==> src/rtl/bus_grant_arbiter8.sv <==
// Round-robin arbiter for 8 requesters with hold limiting,
// a one-cycle release gap and an enable gate.
module bus_grant_arbiter8 #(
    parameter int MAX_HOLD = 16,
    parameter int CNT_W    = 8
) (
    input  logic       clk,
    input  logic       rst,
    input  logic       en,
    input  logic [7:0] req,
    output logic [7:0] grant_n,
    output logic [2:0] grant_id,
    output logic       grant_valid,
    output logic       preempt
);

    typedef enum logic [1:0] {
        IDLE,
        GRANT,
        RELEASE
    } state_t;

    localparam logic [CNT_W-1:0] HOLD_LIM = CNT_W'(MAX_HOLD);
    localparam logic [CNT_W-1:0] HOLD_TOP =
        (MAX_HOLD == 0) ? {CNT_W{1'b1}} : HOLD_LIM;

    state_t           state, state_nxt;
    logic [2:0]       ptr, ptr_nxt;
    logic [CNT_W-1:0] hold_cnt, hold_nxt;
    logic [7:0]       grant_n_nxt;
    logic [2:0]       grant_id_nxt;
    logic             grant_valid_nxt;
    logic             preempt_nxt;
    logic [2:0]       pick_id;
    logic             pick_ok;
    logic             timeout;
    logic             release_now;

    // First requester after the last grantee, wrapping mod 8.
    always_comb begin
        pick_id = '0;
        pick_ok = 1'b0;
        for (int i = 1; i <= 8; i++) begin
            if (!pick_ok && req[ptr + 3'(i)]) begin
                pick_ok = 1'b1;
                pick_id = ptr + 3'(i);
            end
        end
    end

    assign timeout     = (MAX_HOLD != 0) && (hold_cnt == HOLD_LIM);
    assign release_now = !req[grant_id] || !en || timeout;

    // Next-state and next-output decode for the tenure FSM.
    always_comb begin
        state_nxt       = state;
        ptr_nxt         = ptr;
        hold_nxt        = hold_cnt;
        grant_n_nxt     = grant_n;
        grant_id_nxt    = grant_id;
        grant_valid_nxt = grant_valid;
        preempt_nxt     = 1'b0;
        unique case (state)
            IDLE: begin
                if (en && pick_ok) begin
                    state_nxt       = GRANT;
                    grant_n_nxt     = ~(8'h01 << pick_id);
                    grant_id_nxt    = pick_id;
                    grant_valid_nxt = 1'b1;
                    hold_nxt        = CNT_W'(1);
                end else begin
                    grant_n_nxt     = 8'hFF;
                    grant_valid_nxt = 1'b0;
                end
            end
            GRANT: begin
                if (release_now) begin
                    state_nxt       = RELEASE;
                    ptr_nxt         = grant_id;
                    grant_n_nxt     = 8'hFF;
                    grant_valid_nxt = 1'b0;
                    hold_nxt        = '0;
                    preempt_nxt     = timeout && req[grant_id] && en;
                end else if (hold_cnt != HOLD_TOP) begin
                    hold_nxt = hold_cnt + CNT_W'(1);
                end
            end
            RELEASE: begin
                state_nxt       = IDLE;
                grant_n_nxt     = 8'hFF;
                grant_valid_nxt = 1'b0;
            end
            default: begin
                state_nxt       = IDLE;
                grant_n_nxt     = 8'hFF;
                grant_valid_nxt = 1'b0;
            end
        endcase
    end

    // State, pointer, hold counter and registered outputs.
    always_ff @(posedge clk) begin
        if (rst) begin
            state       <= IDLE;
            ptr         <= 3'd7;
            hold_cnt    <= '0;
            grant_n     <= 8'hFF;
            grant_id    <= 3'd0;
            grant_valid <= 1'b0;
            preempt     <= 1'b0;
        end else begin
            state       <= state_nxt;
            ptr         <= ptr_nxt;
            hold_cnt    <= hold_nxt;
            grant_n     <= grant_n_nxt;
            grant_id    <= grant_id_nxt;
            grant_valid <= grant_valid_nxt;
            preempt     <= preempt_nxt;
        end
    end

endmodule
==> config.mk <==
export PLATFORM = sky130hd
export DESIGN_NAME = bus_grant_arbiter8
export DESIGN_NICKNAME = d
export VERILOG_FILES = /design/src/rtl/bus_grant_arbiter8.sv
export SDC_FILE = /design/constraint.sdc
export NUM_CORES = 1
export LEC_CHECK = 0
export BUFFER_PORTS_ARGS = -buffer_cell sky130_fd_sc_hd__buf_2
export CORE_MARGIN = 5
export CORE_UTILIZATION = 43
export CTS_BUF_LIST = sky130_fd_sc_hd__clkbuf_16
export DETAILED_ROUTE_END_ITERATION = 8
export GPL_ROUTABILITY_DRIVEN = 0
export PLACE_DENSITY = 0.7
export SYNTH_ARGS = -nofsm -noshare
export SYNTH_HDL_FRONTEND = slang
export SYNTH_SLANG_ARGS = --single-unit
==> constraint.sdc <==
create_clock -name clk -period 3.1 [get_ports clk]
set_clock_uncertainty 0.2 [all_clocks]
set_input_delay 0.62 -clock clk [delete_from_list [all_inputs] [get_ports clk]]
set_output_delay 0.62 -clock clk [all_outputs]
set_load 0.1 [all_outputs]
==> flow_summary.ini, run 1 <==
[status]
outcome = completed

[setup_path]
end_kind = flip-flop
critPathArrivalTime_ns = 2.91
crit_type = flip-flop to flip-flop
reg2reg_from = ptr[0]
cp-startpoint = ptr[0]
path_max_fanout = 15
cp-start-kind = flip-flop
cp.required_ns = 3.03

[detailed_routing]
wl_mm = 5.74
via_count = 2047
drtPass1Iterations = 4
routed_via_density = 6.04
first_iter_violations = 115
wl_per_cell_um = 16.9
remaining_drc_errors = 0
ant_nets = 0

[min_path]
min_path_type = flip-flop to flip-flop
min-delay-start = grant_valid

[sta]
slew_headroom_pct = 62.7
max_freq_mhz = 336
setup_slack_ns = 0.127
fin_tns_setup_ns = 0
finalSetupViolCount = 0
post-route-period-util_pct = 95.9
drv_slew = 0
timing.hold.ws_ns = 0.264
worst_pin_slew_ns = 0.545
finalHoldViolations = 0
period_minus_slack_ns = 2.97

[synth]
synth.ff_latch_count = 26
ys_types = 69
synth_seq_area_share_pct = 22.2
netlist_area_um2 = 2340
syn-instance-count = 243
synth-main-ff-cell = dfxtp_1
synthArstFlopShare_pct = 0
synthMuxAreaShare_pct = 26.8
yosys.area_share.xor_xnor_pct = 4.38
synth_edf_count = 0
synth-simple-area-share_pct = 19.3
synth_warnings = 0
synth_top_family_by_area = multiplexers
syn-num-nets = 258
synth_compound_area_share_pct = 19.1
avgSynthCellArea_um2 = 9.65
synthAdderAreaFrac_pct = 2.13

[die]
start_util_pct = 45.0
die_h_um = 83.8
fp.coreArea_um2 = 5200
die_w_um = 83.8
dieArea_um2 = 7030
io_pins = 24
rows = 26

[flow_run]
drv_cap = 0

[clock_network]
clkSinkCount = 26
cts_tree = done
cts_max_level = 1
cts_buffers = 3
holdBufCountCts = 0
clk_latency_ns = 0.26
cts_root_buffer = clkbuf_16
cts.clk_slew.worst_paths_ns = 0.06
cts_buffer_depth = 2

[cells_and_area]
fillers = 496
area_growth_pct = 15.5
mostFrequentLayoutCells = nor2_1, dfxtp_1, buf_2, mux4_2
final_nets = 285
diodes = 0
drive_gt1_share_pct = 34.9
final_common_cell = nor2_1

[power_and_ir_drop]
ir_worst_vdd_v = 0.000326
power.density_nw_per_um2 = 535
p_total_mw = 1.45
p_leak_nw = 1.06

[grt]
grt_first_pass_wirelength_mm = 9.61
antenna_found_initial = 0
grt_remaining_overflow = 0
grt_max_degree = 21
grtUsageTotal_pct = 16.2
grt_pass1_vias = 1973

[placement]
numPortBuffers = 23
dp_slack_ns = 0.0788
place_hpwl_mm = 4.20
==> registers in the layout, indices dropped and copies added, names as in the netlist <==
register	cells
grant_id	3
grant_n	8
grant_valid	1
hold_cnt	8
preempt	1
ptr	3
state	2
==> Yosys cell counts, types with 3 or more instances <==
| library cell | n | share of area, % |
|---|---|---|
| nand2_1 | 5 | 0.80 |
| a2111oi_0 | 4 | 1.5 |
| nand2b_1 | 3 | 0.80 |
| mux2i_1 | 16 | 6.8 |
| nor2b_1 | 5 | 1.3 |
| buf_6 | 5 | 2.4 |
| a211o_1 | 3 | 1.1 |
| nand3_1 | 4 | 0.85 |
| ha_1 | 4 | 2.1 |
| a22oi_1 | 3 | 0.96 |
| nand3b_1 | 4 | 1.3 |
| nor3_1 | 4 | 0.85 |
| mux4_2 | 17 | 16 |
| nor2_1 | 29 | 4.6 |
| a21oi_1 | 10 | 2.1 |
| clkbuf_1 | 10 | 1.6 |
| inv_1 | 6 | 0.96 |
| mux2_2 | 4 | 1.9 |
| or2_2 | 4 | 1.1 |
| a21o_1 | 3 | 0.96 |
| o21ai_0 | 3 | 0.64 |
| a31oi_1 | 9 | 2.4 |
| dfxtp_1 | 26 | 22 |
| xor2_1 | 6 | 2.2 |
| nand4_1 | 4 | 1.1 |
==> worst max-delay path, stage by stage (launching register included) <==
cell and delay [ns]:
dfxtp_1 0.39, inv_4 0.05, ha_4 0.39, buf_4 0.16, mux2_4 0.31, mux4_2 0.46
nand3b_1 0.16, a31oi_1 0.25, o211ai_2 0.16, nor2_2 0.20, a31oi_1 0.10
==> stage by stage <==
stage / util (%) / instance area, um^2 / instances
3_3_place_gp: 49.5 / 2580 / 331
3_5_place_dp: 49.5 / 2580 / 331
6_report: 52.0 / 2710 / 339
5_1_grt: 52.0 / 2710 / 339
4_1_cts: 51.0 / 2660 / 335
2_1_floorplan: - / 2390 / 243
==> layout make-up <==
| class | instances | area (um^2) | area share, % |
|---|---|---|---|
| inverters | 7 | 31.3 | 1.15 |
| clock inverters | 1 | 3.75 | 0.139 |
| well taps | 70 | 87.6 | 3.23 |
| flip-flops and latches | 26 | 522 | 19.3 |
| clock buffers | 3 | 75.1 | 2.77 |
| multi-input cells | 191 | 1720 | 63.6 |
| repair buffers | 41 | 267 | 9.84 |
==> path summary, 6_finish.rpt <==
check,cells after the start,slack (ns),endpoint
setup / recovery,10,0.13,grant_n[3]
hold / removal,1,0.26,grant_valid
setup reg to reg,10,0.13,grant_n[3]
hold reg to reg,1,0.26,grant_valid
==> where the power goes <==
part           internal, mW  switching (mW)  leakage, nW
Sequential            0.359          0.0253        0.212
Clock                 0.172           0.111       0.0385
Combinational         0.324           0.459        0.811
==> cell families after synthesis <==
logic type / after synthesis
simple gates: 80
compound gates: 57
mux: 40
buf+inv: 26
flops: 26
xor+xnor: 10
fa+ha+maj: 4
==> layer usage <==
layer	part of all wire (%)	wire, um	vias up	global-route usage (%)
met4	0.84	48	0	1.32
met2	48	2750	62	27.5
met5	0	0	-	0
li1	-	-	979	-
met3	5.8	334	6	3.16
met1	45	2600	1000	22.3
==> what timing repair did <==
| action | in CTS | in global routing |
|---|---|---|
| resized for setup | 0 | 5 |
| setup buffers | 0 | 4 |
| setup endpoints to repair | 0 | 16 |
Power figures use the tool's default switching activity.
==> run 2, diff against run 1 <==
--- a/config.mk
+++ b/config.mk
@@ -7,11 +7,11 @@
 export LEC_CHECK = 0
 export BUFFER_PORTS_ARGS = -buffer_cell sky130_fd_sc_hd__buf_2
 export CORE_MARGIN = 5
-export CORE_UTILIZATION = 43
+export CORE_UTILIZATION = 54
 export CTS_BUF_LIST = sky130_fd_sc_hd__clkbuf_16
 export DETAILED_ROUTE_END_ITERATION = 8
 export GPL_ROUTABILITY_DRIVEN = 0
-export PLACE_DENSITY = 0.7
+export PLACE_DENSITY = 0.83
 export SYNTH_ARGS = -nofsm -noshare
 export SYNTH_HDL_FRONTEND = slang
 export SYNTH_SLANG_ARGS = --single-unit
==> run 2 against run 1 <==
Die area is 18% lower. Non-clock buffer count is 1 lower. Global-route usage is 5.2 points higher. Hold slack better by 0.019 ns. Worst setup slack better by 0.015 ns. Utilization is 10 points higher. Maximum frequency is 0.52% higher. Wire length is 4.0% higher. Sequential share of layout area is 0.23 points higher. Via count is 4.9% higher. Critical endpoint is now hold_cnt[6]. Largest cell class unchanged.
==> flow_summary.ini, run 2 (synthesis results as in run 1) <==
[power_and_ir_drop]
pwr-share-comb_pct = 54.0
switching_share_pct = 41.1
internal-power_mw = 0.856
power_frac_seq_pct = 26.5
ir_worst_vdd_v = 0.000364
pwr-share-clk_pct = 19.5
p_total_mw = 1.45
p_leak_nw = 1.05
power.density_nw_per_um2 = 543
p_sw_mw = 0.598

[setup_path]
path_max_fanout = 10
r2r_cells = 11
r2r_setup_slack_ns = 0.14
end_kind = flip-flop
r2r-end = hold_cnt[6]
cp-start-kind = flip-flop
crit_type = flip-flop to flip-flop
critPathArrivalTime_ns = 2.90
reg2reg_from = ptr[0]
cp.required_ns = 3.04

[clock_network]
cts_root_buffer = clkbuf_16
clkSinkCount = 26
cts_tree = done
cts_max_level = 1
cts_buffer_depth = 2
clk_latency_ns = 0.26
cts.clk_slew.worst_paths_ns = 0.06
cts_buffers = 3

[placement]
place_area_um2 = 2540
numPortBuffers = 23
dp_slack_ns = 0.0945
place_hpwl_mm = 4.27

[cells_and_area]
largestRegisters = grant_n (8), hold_cnt (8)
final_common_cell = nor2_1
drive_gt1_share_pct = 34.3
area_growth_pct = 14.2
seqCellArea_um2 = 522
post-route-cell-area_um2 = 2680
multiInputGateArea_um2 = 1710
diodes = 0
mostFrequentLayoutCells = nor2_1, dfxtp_1, buf_2, mux4_2, mux2i_1
fillers = 355
final_nets = 284

[grt]
grt_pass1_vias = 1962
grtUsageTotal_pct = 21.5
grt_max_degree = 18
grt_remaining_overflow = 0
grt_first_pass_wirelength_mm = 9.58
antenna_found_initial = 0

[sta]
post-route-period-util_pct = 95.4
drv_slew = 0
finalSetupViolCount = 0
timing.hold.ws_ns = 0.283
worst_pin_slew_ns = 0.568
slew_headroom_pct = 61.2
max_freq_mhz = 338
finalHoldViolations = 0
period_minus_slack_ns = 2.96
setup_slack_ns = 0.143

[detailed_routing]
wl_per_cell_um = 18.6
wl_mm = 5.97
ant_nets = 0
first_iter_violations = 164
drtPass1Iterations = 5
routed_via_density = 6.71
remaining_drc_errors = 0
via_count = 2148

[die]
die_h_um = 75.9
rows = 24
start_util_pct = 54.6
fp.coreArea_um2 = 4290
io_pins = 24
die_w_um = 75.9
dieArea_um2 = 5760

[min_path]
min-delay-start = grant_valid
hold_depth = 1
hold_end = grant_valid
min_path_type = flip-flop to flip-flop

[status]
outcome = completed

[flow_run]
drv_cap = 0
-- run 2: cell count changes in the layout (fill, tap and decap cells not counted), sizes merged --
| cell | previous run | this run |
|---|---|---|
| buf | 41 | 40 |
-- run 2: routing by layer --
metal / part of all wire [%] / wire (um) / track usage [%]
met1: 40 / 2400 / 29.9
met2: 49 / 2930 / 33.5
met5: 0 / 0 / 0
met4: 1.1 / 68 / 5.44
met3: 9.6 / 572 / 5.15
-- run 2: what timing repair did --
item / in CTS / in global routing
setup endpoints to repair: 0 / 17
setup buffers: 0 / 3
hold buffers: 0 / 0
gates resized for setup: 0 / 2
-- run 2: area by class of cell --
class                           count  share of cell area [%]
Multi-Input combinational cell    191                    64.0
Sequential cell                    26                    19.5
Timing Repair Buffer               40                    10.0
Clock buffer                        3                    2.80
Tap cell                           52                    2.43
Inverter                            7                    1.17
Clock inverter                      1                   0.140
-- run 2: through the flow --
stage | instances | utilization (%) | setup TNS (ns)
2_1_floorplan | 243 | - | -0.0194
3_3_place_gp | 313 | 59.2 | 0
3_5_place_dp | 313 | 59.2 | 0
4_1_cts | 317 | 61.0 | 0
5_1_grt | 320 | 62.4 | -0.0103
6_report | 320 | 62.4 | 0
-- run 2: worst max path at each step --
stage           start          end  depth (start not counted)
2_1_floorplan  ptr[1]   grant_n[3]                         14
3_3_place_gp   req[3]   grant_n[3]                          8
3_5_place_dp   req[1]   grant_n[2]                          8
4_1_cts        ptr[0]  hold_cnt[6]                         10
5_1_grt        ptr[1]   grant_n[0]                          9
6_report       ptr[0]  hold_cnt[6]                         11
-- run 2: power by group through the flow --
stage          clock, mW  sequential [mW]  combinational [mW]
2_1_floorplan          0            0.497               0.495
3_3_place_gp           0            0.391               0.727
3_5_place_dp           0            0.392               0.741
4_1_cts            0.286            0.385               0.742
5_1_grt            0.298            0.389               0.844
6_report           0.284            0.385               0.785
-- run 2: worst max-delay path, stage by stage (launching register included) --
cell	delay (ns)
dfxtp_1	0.38
inv_4	0.05
ha_4	0.35
buf_12	0.14
mux4_2	0.24
mux2i_2	0.12
buf_4	0.17
and3b_1	0.19
a311oi_4	0.55
nand3_1	0.20
xor2_1	0.19
nor2_1	0.05
